<file path="src/rtl/exp_output_stage_p.sv">
// exp_output_stage_p: 3-stage fixed-point product to IEEE-754 single converter
//   CLK, rst (async, active-low)
//   in_valid/in_ready             : operand handshake (FIXED_taylor_input, FIXED_e_input, exp_shift)
//   out_valid/out_ready           : result handshake (FLOAT_result_output, ovf, unf)
//   D_taylor_output               : upper FIX_W bits of the stage-1 product
module exp_output_stage_p #(
    parameter int FIX_W      = 26,
    parameter int EXP_W      = 9,
    parameter int ROUND_MODE = 1
) (
    input  logic             CLK,
    input  logic             rst,
    input  logic             in_valid,
    output logic             in_ready,
    input  logic [FIX_W-1:0] FIXED_taylor_input,
    input  logic [FIX_W-1:0] FIXED_e_input,
    input  logic [EXP_W-1:0] exp_shift,
    output logic             out_valid,
    input  logic             out_ready,
    output logic [31:0]      FLOAT_result_output,
    output logic             ovf,
    output logic             unf,
    output logic [FIX_W-1:0] D_taylor_output
);
    localparam int PW = 2 * FIX_W;
    localparam int LW = $clog2(PW);
    localparam int XW = EXP_W + 3;
    localparam int NW = PW + 25;

    logic             en;
    logic             v1_q, v1_d, v2_q, v2_d, v3_q, v3_d;
    logic [PW-1:0]    p1_q, p1_d, n2_q, n2_d;
    logic [EXP_W-1:0] k1_q, k1_d;
    logic [XW-1:0]    e2_q, e2_d, b;
    logic [LW-1:0]    pos;
    logic [NW-1:0]    ext;
    logic [22:0]      man;
    logic             grd, stk;
    logic [23:0]      mr;
    logic [31:0]      res_q, res_d;
    logic             ovf_q, ovf_d, unf_q, unf_d;

    always_comb begin
        en   = !v3_q || out_ready;
        v1_d = in_valid;
        v2_d = v1_q;
        v3_d = v2_q;
        k1_d = exp_shift;
        p1_d = PW'(FIXED_taylor_input) * PW'(FIXED_e_input);
        pos  = '0;
        for (int i = 0; i < PW; i++) pos = p1_q[i] ? LW'(i) : pos;
        // the leading one lands in the MSB; a zero product stays all-zero
        n2_d = p1_q << (LW'(PW - 1) - pos);
        e2_d = XW'(pos) - XW'(2 * (FIX_W - 2)) + XW'($signed(k1_q));
        // 25 zero bits on the right supply padding when the product is short
        ext  = {n2_q, 25'b0};
        man  = ext[NW-2 -: 23];
        grd  = ext[NW-25];
        stk  = |ext[NW-26:0];
        mr   = {1'b0, man} + 24'(ROUND_MODE == 1 && grd && (stk || man[0]));
        b    = e2_q + XW'(127) + XW'(mr[23]);
        ovf_d = ext[NW-1] && $signed(b) >= $signed(XW'(255));
        unf_d = ext[NW-1] && $signed(b) <= $signed(XW'(0));
        res_d = ovf_d ? 32'h7F80_0000 : (unf_d || !ext[NW-1]) ? 32'h0 : {1'b0, b[7:0], mr[22:0]};
    end

    always_ff @(posedge CLK or negedge rst) begin
        if (!rst) begin
            v1_q  <= 1'b0;
            v2_q  <= 1'b0;
            v3_q  <= 1'b0;
            p1_q  <= '0;
            k1_q  <= '0;
            n2_q  <= '0;
            e2_q  <= '0;
            res_q <= '0;
            ovf_q <= 1'b0;
            unf_q <= 1'b0;
        end else if (en) begin
            v1_q  <= v1_d;
            v2_q  <= v2_d;
            v3_q  <= v3_d;
            p1_q  <= p1_d;
            k1_q  <= k1_d;
            n2_q  <= n2_d;
            e2_q  <= e2_d;
            res_q <= res_d;
            ovf_q <= ovf_d;
            unf_q <= unf_d;
        end
    end

    assign in_ready            = en;
    assign out_valid           = v3_q;
    assign FLOAT_result_output = res_q;
    assign ovf                 = ovf_q;
    assign unf                 = unf_q;
    assign D_taylor_output     = p1_q[PW-1 -: FIX_W];
endmodule

</file>
<file path="config.mk">
export PLATFORM = sky130hd
export DESIGN_NAME = exp_output_stage_p
export DESIGN_NICKNAME = d
export VERILOG_FILES = /design/src/rtl/exp_output_stage_p.sv
export SDC_FILE = /design/constraint.sdc
export NUM_CORES = 2
export LEC_CHECK = 0
export CELL_PAD_IN_SITES_DETAIL_PLACEMENT = 1
export CELL_PAD_IN_SITES_GLOBAL_PLACEMENT = 2
export CORE_MARGIN = 2
export CORE_UTILIZATION = 44
export CTS_CLUSTER_SIZE = 20
export DETAILED_ROUTE_END_ITERATION = 7
export PLACE_DENSITY = 0.89
export SYNTH_ARGS = -nofsm -noshare
export SYNTH_HDL_FRONTEND = slang
export SYNTH_SLANG_ARGS = --single-unit
</file>
<file path="constraint.sdc">
create_clock -name CLK -period 10.06 [get_ports CLK]
set_input_delay 2.012 -clock CLK [delete_from_list [all_inputs] [get_ports CLK]]
set_output_delay 2.012 -clock CLK [all_outputs]
set_load 0.05 [all_outputs]
</file>
==> flow_summary.ini <==
[status]
status = finished, final reports clean

[sta]
period_share_pct = 95.0
setup-tns-final_ns = 0
fmax_mhz = 105
slew_headroom_pct = 17.1
setup_viol = 0
slew_viol_final = 0
hold_viol = 0
skew_ns = 0.0149
min_period_ns = 9.56
grt_setup_unrepaired = no
tightest_slew_ns = 1.23

[critical_path]
rr_worst_depth = 13
cp_max_fo = 11
rr_endpoint = n2_q[42]
ff2ff_setup_slack_ns = 4.89
critPathKind = in2reg
max_stage_delay_ns = 0.89
cp_data_required_time_ns = 10.35
cpMostUsedCell = fa_1
crit_slowest_cell = clkdlybuf4s50_1
crit_arrival_ns = 9.85
end_kind = flip-flop
startpoint_type = input port
r2r_start = p1_q[10]

[clock_tree]
post_cts_buffers = 0
post_cts_resize_count = 0
htree_num_levels = 4
cts_sinks = 159
clk_path_buf_depth = 2
root_buffer = clkbuf_16
cts_tree = yes
path_clk_slew_ns = 0.07
clock_latency_ns = 0.45
cts_buffers = 17
holdBufCountCts = 0

[placed_design]
place_hpwl_um = 74400
dpl_cell_area_sq_um = 33900
numPortBuffers = 125
place_congestion = 0.933

[global_route]
grt_util_all_layers_pct = 25.5
grt_pass1_vias = 27300
antenna_found_initial = 0
overflow = 0
grt_max_degree = 173
grt_first_pass_wirelength_um = 150000

[layout]
drive_gt1_share_pct = 4.35
postLayoutCellArea_sq_um = 34400
final_nets = 4372
syn_to_final_growth_pct = 9.00

[route]
wire_per_inst_um = 20.4
initialDrtViolationCount = 1541
vias = 24500
route.detailed.drc = 0
first_pass_iters = 5
vias_per_cell = 5.46
route.met2.wl_um = 46200
drt-met1-wl_um = 39600
wl_met3_um = 3380
top_layer = met4
routed_wl_um = 91700
antenna_left = 0

[worst_hold_path]
hp-class = reg2reg
whs_path_depth = 2
min_from = v2_q
min_to = v2_q

[logic_synthesis]
ys_ff_latch = 159
synthTopCellsByCount = nand2_1, inv_1, fa_1
yosysSeqAreaShare_pct = 12.6
yosysMostFrequentCell = nand2_1
netlist_area_sq_um = 31600
synth_ff_type = dfrtp_1
netlist-cell-type-count = 81
synth_cells = 3517
synth_fp_nets = 4362
syn_area_per_cell_sq_um = 8.98
synth-edff-count = 0
ys_async_sr_fraction_pct = 100
synth_top_area_share_pct = 36.5
synthTopCellsByArea = fa_1, dfrtp_1, ha_1, nand2_1, inv_1
ys.warnings.count = 0
yosysTopAreaCell = fa_1

[floorplan]
dieArea_sq_um = 73900
die_h_um = 272
start_util_pct = 44.3
rows = 98
io_pins = 127
core_area_sq_um = 71200
dieWidth_um = 272

[flow_run]
maxCapViolCount = 0
-- cell families after synthesis --
| group | synth area share, % |
|---|---|
| fa+ha+maj | 44.6 |
| mux | 5.47 |
| xor+xnor | 2.11 |
| buf+inv | 10.2 |
| other cells | 0.0119 |
| compound gates | 8.42 |
| flops | 12.6 |
| simple gates | 16.7 |
-- cells in the final DEF, fill, tap and decap left out, drive strengths merged, types with 12 or more instances in the layout --
| cell | count |
|---|---|
| o21a | 13 |
| nor4 | 27 |
| and2 | 270 |
| clkbuf | 20 |
| o21ai | 116 |
| dfrtp | 159 |
| xor2 | 33 |
| mux2i | 141 |
| xnor2 | 43 |
| nand2b | 17 |
| nand2 | 597 |
| a21oi | 103 |
| fa | 575 |
| o22ai | 15 |
| o31ai | 12 |
| a221o | 12 |
| and3 | 17 |
| nand3 | 25 |
| buf | 86 |
| clkdlybuf4s50 | 124 |
| ha | 205 |
| nor2 | 104 |
| nor3 | 27 |
| inv | 597 |
| a22o | 15 |
| a21o | 24 |
-- flip-flops by register name, summed over array words and instances, names as in the netlist --
name and count:
p1_q 52, n2_q 52, ovf 1, e2_q 10
k1_q 9, v2_q 1, FLOAT_result_output 31, unf 1
out_valid 1, v1_q 1
-- layer usage --
metal  GRT usage, %  vias to the layer above
met5              0                        -
met4           6.69                        0
met3           2.62                      140
met2           44.5                      538
met1           33.8                    12900
li1               -                    11000
-- worst max path at each step --
stage	slack (ns)	endpoint	cells after the start	start
2_1_floorplan	1.28	p1_q[31]	25	FIXED_e_input[5]
3_3_place_gp	0.26	p1_q[31]	25	FIXED_taylor_input[11]
3_5_place_dp	0.08	p1_q[31]	25	FIXED_taylor_input[11]
4_1_cts	0.55	p1_q[31]	25	FIXED_taylor_input[11]
5_1_grt	0.17	p1_q[31]	25	FIXED_taylor_input[11]
6_report	0.50	p1_q[31]	25	FIXED_taylor_input[11]
-- through the flow --
step | hold WS (ns) | utilization [%] | std cells | worst slack, ns
CTS | 0.463 | 48.3 | 4490 | 0.547
floorplan | 0.430 | - | 3517 | 1.28
global placement | 0.445 | 47.5 | 4458 | 0.264
detailed placement | 0.448 | 47.5 | 4458 | 0.0811
finish | 0.461 | 48.3 | 4491 | 0.502
global route | 0.488 | 48.3 | 4490 | 0.166
-- critical path, delay by kind of cell --
family                   cells  cell delay, ns
adder cells (fa/ha/maj)      8            3.86
AO/OA/AOI/OAI                8            1.52
buffers and inverters        5            1.36
AND/OR/NAND/NOR              3            0.92
XOR/XNOR                     1            0.16
-- cell type report --
cell class,count,area (sq um)
sequential,159,3980
inverter,592,2220
clock buffer,20,457
timing repair buffer,210,2070
antenna,1,2.50
fill,8207,36800
multi-input combinational,2547,24400
tap,950,1190
clock inverter,12,98.8
Power is not shown: default switching activity piles up to over one toggle a cycle in this logic, so the estimate is an artifact.
